**src/rtl/instruction_fetch.sv**
```systemverilog
// -----------------------------------------------------------------------------
// instruction_fetch
//
// Fetch stage that sits between the program counter and decode. It samples
// the current PC, reads instruction memory with a req/ack handshake,
// registers the returned word and presents it to decode with a valid/ready
// handshake. For every instruction fetched it pulses o_incPC once to advance
// the program counter. A flush abandons the current fetch and restarts from
// the reloaded PC.
//
// Optional build macro:
//   FETCH_PREFETCH_EN  - adds a 1-entry prefetch buffer. While an instruction
//                        is held for decode, the next word is requested and
//                        parked in the buffer.
//
// Parameters:
//   ADDR_W  PC / instruction memory address width
//   DATA_W  instruction word width
//
// Ports:
//   i_clk         system clock, rising edge
//   i_rst         asynchronous reset, active low
//   i_run         1 = fetch enabled, 0 = park in IDLE
//   i_PC          current PC from the program counter
//   o_incPC       1-cycle pulse: advance PC
//   i_flush       PC is being reloaded; drop the current fetch
//   o_memReq      memory read request, held until ack
//   o_memAddr     read address, stable while o_memReq = 1
//   i_memAck      1-cycle pulse, i_memData valid in that cycle
//   i_memData     read data
//   o_instr       fetched instruction
//   o_instrPC     address o_instr was fetched from
//   o_instrValid  o_instr / o_instrPC valid
//   i_instrReady  decode accepts when valid & ready
// -----------------------------------------------------------------------------
module instruction_fetch #(
  parameter int ADDR_W = 13,
  parameter int DATA_W = 16
) (
  input  logic              i_clk,
  input  logic              i_rst,
  input  logic              i_run,
  input  logic [ADDR_W-1:0] i_PC,
  output logic              o_incPC,
  input  logic              i_flush,
  output logic              o_memReq,
  output logic [ADDR_W-1:0] o_memAddr,
  input  logic              i_memAck,
  input  logic [DATA_W-1:0] i_memData,
  output logic [DATA_W-1:0] o_instr,
  output logic [ADDR_W-1:0] o_instrPC,
  output logic              o_instrValid,
  input  logic              i_instrReady
);

  typedef enum logic [1:0] {
    IDLE = 2'd0,
    REQ  = 2'd1,
    HOLD = 2'd2
  } state_t;

  state_t              state_reg,    state_next;
  logic                discard_reg,  discard_next;
  logic                mem_req_reg,  mem_req_next;
  logic [ADDR_W-1:0]   mem_addr_reg, mem_addr_next;
  logic [DATA_W-1:0]   instr_reg,    instr_next;
  logic [ADDR_W-1:0]   instr_pc_reg, instr_pc_next;
  logic                valid_reg,    valid_next;
  logic                inc_pc_reg,   inc_pc_next;

`ifdef FETCH_PREFETCH_EN
  logic                buf_valid_reg, buf_valid_next;
  logic [DATA_W-1:0]   buf_data_reg,  buf_data_next;
  logic [ADDR_W-1:0]   buf_pc_reg,    buf_pc_next;
`endif

  // An ack only counts while a request is actually outstanding.
  logic ack_live;
  logic accept;

  assign ack_live = i_memAck & mem_req_reg;
  assign accept   = valid_reg & i_instrReady;

  always_comb begin
    state_next    = state_reg;
    discard_next  = discard_reg;
    mem_req_next  = mem_req_reg;
    mem_addr_next = mem_addr_reg;
    instr_next    = instr_reg;
    instr_pc_next = instr_pc_reg;
    valid_next    = valid_reg;
    inc_pc_next   = 1'b0;
`ifdef FETCH_PREFETCH_EN
    buf_valid_next = buf_valid_reg;
    buf_data_next  = buf_data_reg;
    buf_pc_next    = buf_pc_reg;
`endif

    case (state_reg)
      IDLE: begin
        // While the PC is being reloaded, wait: the new PC is sampled in the
        // first cycle with flush low.
        if (i_run && !i_flush) begin
          state_next    = REQ;
          mem_req_next  = 1'b1;
          mem_addr_next = i_PC;
        end
      end

      REQ: begin
        if (ack_live) begin
          mem_req_next = 1'b0;
          if (i_flush || discard_reg) begin
            // Stale data: drop it, no PC advance. Restart from the reloaded
            // PC unless the reload is still in progress.
            discard_next = 1'b0;
            if (i_run && !i_flush) begin
              state_next    = REQ;
              mem_req_next  = 1'b1;
              mem_addr_next = i_PC;
            end else begin
              state_next = IDLE;
            end
          end else begin
            instr_next    = i_memData;
            instr_pc_next = mem_addr_reg;
            valid_next    = 1'b1;
            inc_pc_next   = 1'b1;
            state_next    = HOLD;
          end
        end else if (i_flush) begin
          // The memory transaction cannot be aborted; remember to drop it.
          discard_next = 1'b1;
        end
      end

      HOLD: begin
`ifdef FETCH_PREFETCH_EN
        if (i_flush) begin
          buf_valid_next = 1'b0;
          if (mem_req_reg && !ack_live) begin
            discard_next = 1'b1;
            state_next   = REQ;
          end else begin
            mem_req_next = 1'b0;
            state_next   = IDLE;
          end
        end else begin
          if (ack_live) begin
            mem_req_next = 1'b0;
            inc_pc_next  = 1'b1;
            if (accept) begin
              // Buffer is necessarily empty while a request is outstanding,
              // so the new word goes straight to the output.
              instr_next    = i_memData;
              instr_pc_next = mem_addr_reg;
            end else begin
              buf_valid_next = 1'b1;
              buf_data_next  = i_memData;
              buf_pc_next    = mem_addr_reg;
            end
          end
          if (accept) begin
            if (buf_valid_reg) begin
              instr_next     = buf_data_reg;
              instr_pc_next  = buf_pc_reg;
              buf_valid_next = 1'b0;
            end else if (!ack_live) begin
              valid_next = 1'b0;
              if (mem_req_reg) begin
                state_next = REQ;
              end else if (i_run && !inc_pc_reg) begin
                state_next    = REQ;
                mem_req_next  = 1'b1;
                mem_addr_next = i_PC;
              end else begin
                state_next = IDLE;
              end
            end
          end else if (!mem_req_reg && !buf_valid_reg && i_run && !inc_pc_reg) begin
            // Prefetch the next word. Waiting one cycle after an o_incPC
            // pulse guarantees i_PC already points at the next instruction.
            mem_req_next  = 1'b1;
            mem_addr_next = i_PC;
          end
        end
`else
        if (i_flush) begin
          state_next = IDLE;
        end else if (accept) begin
          valid_next = 1'b0;
          // If the accept lands in the o_incPC cycle, i_PC has not advanced
          // yet; detour through IDLE so the incremented PC is sampled.
          if (i_run && !inc_pc_reg) begin
            state_next    = REQ;
            mem_req_next  = 1'b1;
            mem_addr_next = i_PC;
          end else begin
            state_next = IDLE;
          end
        end
`endif
      end

      default: begin
        state_next = IDLE;
      end
    endcase

    // Flush wins over ready and ack in every state.
    if (i_flush) begin
      valid_next = 1'b0;
    end
  end

  always_ff @(posedge i_clk or negedge i_rst) begin
    if (!i_rst) begin
      state_reg     <= IDLE;
      discard_reg   <= 1'b0;
      mem_req_reg   <= 1'b0;
      mem_addr_reg  <= '0;
      instr_reg     <= '0;
      instr_pc_reg  <= '0;
      valid_reg     <= 1'b0;
      inc_pc_reg    <= 1'b0;
`ifdef FETCH_PREFETCH_EN
      buf_valid_reg <= 1'b0;
      buf_data_reg  <= '0;
      buf_pc_reg    <= '0;
`endif
    end else begin
      state_reg     <= state_next;
      discard_reg   <= discard_next;
      mem_req_reg   <= mem_req_next;
      mem_addr_reg  <= mem_addr_next;
      instr_reg     <= instr_next;
      instr_pc_reg  <= instr_pc_next;
      valid_reg     <= valid_next;
      inc_pc_reg    <= inc_pc_next;
`ifdef FETCH_PREFETCH_EN
      buf_valid_reg <= buf_valid_next;
      buf_data_reg  <= buf_data_next;
      buf_pc_reg    <= buf_pc_next;
`endif
    end
  end

  assign o_incPC      = inc_pc_reg;
  assign o_memReq     = mem_req_reg;
  assign o_memAddr    = mem_addr_reg;
  assign o_instr      = instr_reg;
  assign o_instrPC    = instr_pc_reg;
  assign o_instrValid = valid_reg;

endmodule

```
**config.mk**
```make
export PLATFORM = sky130hd
export DESIGN_NAME = instruction_fetch
export DESIGN_NICKNAME = d
export VERILOG_FILES = /design/src/rtl/instruction_fetch.sv
export SDC_FILE = /design/constraint.sdc
export NUM_CORES = 1
export LEC_CHECK = 0
export CAP_MARGIN = 20
export CORE_MARGIN = 1.5
export CORE_UTILIZATION = 42
export CTS_BUF_LIST = sky130_fd_sc_hd__clkbuf_16
export DETAILED_ROUTE_END_ITERATION = 7
export GPL_TIMING_DRIVEN = 0
export PLACE_DENSITY = 0.79
export SLEW_MARGIN = 20
export SYNTH_ARGS = -nofsm -noshare
export SYNTH_HDL_FRONTEND = slang
export SYNTH_SLANG_ARGS = --single-unit
```
**constraint.sdc**
```tcl
create_clock -name i_clk -period 3.7 [get_ports i_clk]
set_clock_uncertainty 0.1 [all_clocks]
set_input_delay 0.555 -clock i_clk [delete_from_list [all_inputs] [get_ports i_clk]]
set_output_delay 0.555 -clock i_clk [all_outputs]
set_load 0.02 [all_outputs]
```
### After elaboration in Yosys (flattened, before gate mapping)

Cells that the tools add are included.

* bits in registers: 48
* word-level logic and storage cells: 72

* mux-type cells: 34
* equality and inequality tests: 12
* bitwise operators: 3
* reductions and logical operators: 15

Operators with widths (count)
* $mux W13: 6
* $pmux W13 S3: 1
* $mux W1: 19
* $ne A2 B2 Y1 const B: 6
* $reduce_and A6 Y1: 2
* $mux W2: 5
* $ne A3 B3 Y1 const B: 3
* $reduce_and A3 Y1: 3
* $pmux W2 S3: 1
* $reduce_bool A3 Y1: 2
* $reduce_and A4 Y1: 1
* $pmux W1 S3: 1
* $and A1 B1 Y1: 2
* $eq A2 B1 Y1 const B: 1
* $eq A2 B2 Y1 const B: 1
* $logic_and A1 B1 Y1: 2
* $logic_not A1 Y1: 2
* $logic_not A2 Y1: 1
* $ne A2 B1 Y1 const B: 1
* $pmux W1 S2: 1
* $reduce_bool A2 Y1: 1
* $logic_or A1 B1 Y1: 1
* $not A1 Y1: 1

### Longest topological paths before layout

* word-level depth: 6
* gate-level depth with buffers: 6
* gate-level depth less buffers: 4

### Worst setup path before layout

OpenSTA, ideal clock, no wires.

* kind: input -> register
* start: input i_flush
* end: register mem_addr_reg[10], in the netlist o_memAddr[10]
* arrival time: 1668 ps
* setup slack: 1804 ps
* cell stages on the path: 5
* path buffers: 1
* cells stage by stage: nand2b_1 -> o31a_1 -> a21oi_2 -> buf_4 -> mux2_1

* longest elaborated chain between the ends: 6
* elaborated cells between the ends (all ways): 10
* those cells by class: eq/ne (2); mux (4); reduce/logical (4)

Ends and longest elaborated chain
* from (decl): line 45 `input logic i_flush,`
* $logic_not A1 Y1: line 103, 117
* $logic_and A1 B1 Y1: line 103, 117
* $mux W13 (3 in series)
* $pmux W13 S3
* to (signal assigned): line 235 `mem_addr_reg <= mem_addr_next;`
* to (decl): line 65 `logic [ADDR_W-1:0] mem_addr_reg, mem_addr_next;`

Several ways; a longest one is shown, not always the timed one. The select of a mux whose other input is x is not followed.
A chain may end at the register's enable or synchronous reset.

### Worst setup path after layout

* start: input i_flush
* end: register mem_addr_reg[8], in the netlist o_memAddr[8]

Same word-level chain as after synthesis.

==> parameters.txt <==
Parameter                              Value

Outcome
  Result of the run    completed

Die
  Core Area    0.00432 mm2
  Die Area    0.00488 mm2
  Effective utilization at floorplan    43.5%
  Row Count    24
  Overall die height    69.9 um
  Total I/O pin count    80
  Die Width    69.9 um

Yosys
  Post-Syn Area per Cell    14.9 um2
  Largest area contributor in the netlist    dfrtp_1
  Top post-synthesis cells by area    dfrtp_1 (64%), mux2_2 (19%), mux2_1 (6.6%), nor2_1 (1.2%), a21oi_1 (1.1%)
  Flops & latches, synth    48
  Synth Cell Area    0.00188 mm2
  Top-area cell type share of the netlist area    63.9%
  Post-synth ARST share    100%
  Proportion of synthesized chip area in sequential cells    63.9%
  Synthesized netlist cell count    126
  Post-Syn Nets    161
  Most numerous cell in the Yosys netlist    dfrtp_1
  Leading cell types by count after synthesis    dfrtp_1 (48), mux2_2 (31), mux2_1 (11)
  Number of warning messages in the yosys log    0
  Count of flip-flops with a built-in enable after synthesis    0
  Dominant register cell in the synthesized netlist    dfrtp_1
  Cell variety after synth    22

STA
  Transition time at the pin with the least slew margin    0.557 ns
  Unrepaired setup endpoints after global routing    false
  Final hold slack    0.156 ns
  Post-route worst setup slack    1.28 ns
  Achievable clock frequency    412 MHz
  Period minus WS final    2.42 ns
  Final hold viol count    0
  Setup TNS Final    0 ns
  Share of the clock period used by the worst path after layout    65.5%
  Final setup fails    0
  Max Transition Viols Final    0
  Slew margin rel.    62.9%

Finish
  Final nets    248
  Max reg flops    16
  Sequential cell area    0.00120 mm2
  Share of layout cells above drive strength 1    22.4%
  Count of filler cells inserted in the layout    323
  Number of diodes added for antenna fixing    0
  Layout Area Growth over Synthesis    55.1%
  End-of-flow core utilization    67.4%
  Total area of multi-input combinational cells    634 um2

Power
  Proportion of total power due to net switching    34.4%
  Largest vdd supply drop    0.555 mV
  Cell leakage power    1.24 nW
  Power spent charging and discharging nets    0.918 mW
  Internal power    1.75 mW
  Total power    2.67 mW
  Power per cell area    916 mW/mm2
  Part of the total power dissipated in sequential elements    35.0%
  Share of power burned in the clock network    18.5%
  Part of the power in combinational logic    46.5%

Flow run
  MaxCap Viol Count    0

CTS
  Clock buffers created by TritonCTS    5
  Clock root cell    clkbuf_16
  Post-CTS Repair Setup Buffers    0
  Number of hold buffers added after cts    0
  Max Buffers Root-to-Sink    2
  Resized Gates After CTS    0
  TritonCTS clock tree    done
  H-tree depth    2
  Clock latency on the worst-skew pair    0.28 ns
  TritonCTS Sinks    48
  Worst-path clk slew    0.07 ns

Detailed routing
  Starting DRT DRC Count    37
  1st-pass router iterations    4
  Final routed DRC violation total    0
  Avg Vias per Cell    5.09
  Detail Route Antenna Nets    0
  Routed length per instance    16.7 um
  Routed wire length    4.43 mm
  Total vias in the final route    1,353

Worst hold path
  Kind of path behind the tightest hold check    in2async

Place
  Port-buffer cells    79
  Weighted congestion at the end of routability-driven global placement    0.782
  Worst slack at placement    1.02 ns
  Dpl hpwl    3.36 mm

GRT
  Largest net degree at the start of global routing    27
  Overflow left after global routing    0
  Via count of the first global-routing pass    1,521
  Global-route wire length before repair    7.22 mm
  Combined global-route utilization of all metal layers    18.8%
  Number of antenna violations at the first check in global routing    0

Critical path
  Endpoint class of the critical path    flop
  Critical Setup Path Class    in2reg
  Logic depth of the worst register-to-register path    6
  Endpoint arrival time on the critical path    2.48 ns
  Critical Path RT    3.76 ns
  Setup crit start kind    input pin
  Critical Path Fanout Max    10
==> worst max-delay path, stage by stage <==
cell,delay (ns)
clkdlybuf4s50_1,0.52
nand2b_1,0.24
o31a_1,0.28
a21oi_2,0.28
buf_4,0.26
mux2_1,0.33
==> final timing paths <==
check	start	endpoint	slack, ns
worst max-delay path	i_flush	o_memAddr[8]	1.28
worst min-delay path	i_rst	o_instr[13]	0.16
worst max register to register	state_reg[1]	o_memAddr[8]	1.67
worst min register to register	o_instr[2]	o_instr[2]	0.39
max in group asynchronous	i_rst	o_instrPC[6]	2.81
min in group i_clk	o_instr[2]	o_instr[2]	0.39
==> logic make-up after synthesis <==
group / Yosys count / share of synthesized area, %
and+or+nand+nor: 15 / 4.00
AOI/OAI and AO/OA: 12 / 4.59
DFF: 48 / 63.9
buffers and inverters: 9 / 2.33
muxes: 42 / 25.2
==> area by class of cell <==
type | instances | share of cell area [%]
clock inverter | 3 | 1.33
buffer | 6 | 1.12
sequential | 48 | 41.2
clock buffer | 5 | 4.29
tap | 52 | 2.23
inverter | 3 | 0.386
timing repair buffer | 80 | 27.7
multi-input combinational | 69 | 21.8
==> routing by layer <==
metal	track usage [%]	routed length, um	share of wire, %
met3	7.22	316	7.1
met4	5.56	55	1.2
met1	20.6	1720	39
met5	0	0	0
met2	33.8	2340	53
==> power groups by stage <==
stage | Sequential [mW] | Combinational (mW) | Clock, mW
floorplan | 1.21 | 0.347 | 0
global placement | 0.912 | 1.22 | 0
detailed placement | 0.940 | 1.25 | 0
CTS | 0.936 | 1.26 | 0.503
global route | 0.968 | 1.31 | 0.528
finish | 0.935 | 1.24 | 0.493
==> metrics by stage <==
| step | instances | instance area [um2] |
|---|---|---|
| CTS | 266 | 2910 |
| detailed placement | 258 | 2750 |
| floorplan | 126 | 1880 |
| global route | 266 | 2910 |
| global placement | 257 | 2740 |
| finish | 266 | 2910 |
==> placed cells by master (no fill, tap or decap), types with 3 or more instances in the layout <==
| cell type | synthesis | final |
|---|---|---|
| a21oi_1 | 4 | 4 |
| inv_1 | 3 | 4 |
| buf_2 | 4 | 5 |
| mux2_1 | 11 | 11 |
| nor3_1 | 3 | 3 |
| nor2_1 | 6 | 6 |
| clkdlybuf4s50_1 | 0 | 78 |
| clkbuf_16 | 0 | 5 |
| dfrtp_1 | 48 | 48 |
| mux2_2 | 31 | 31 |
| a31oi_1 | 3 | 3 |
No activity file was read; power rests on OpenSTA's default activity.
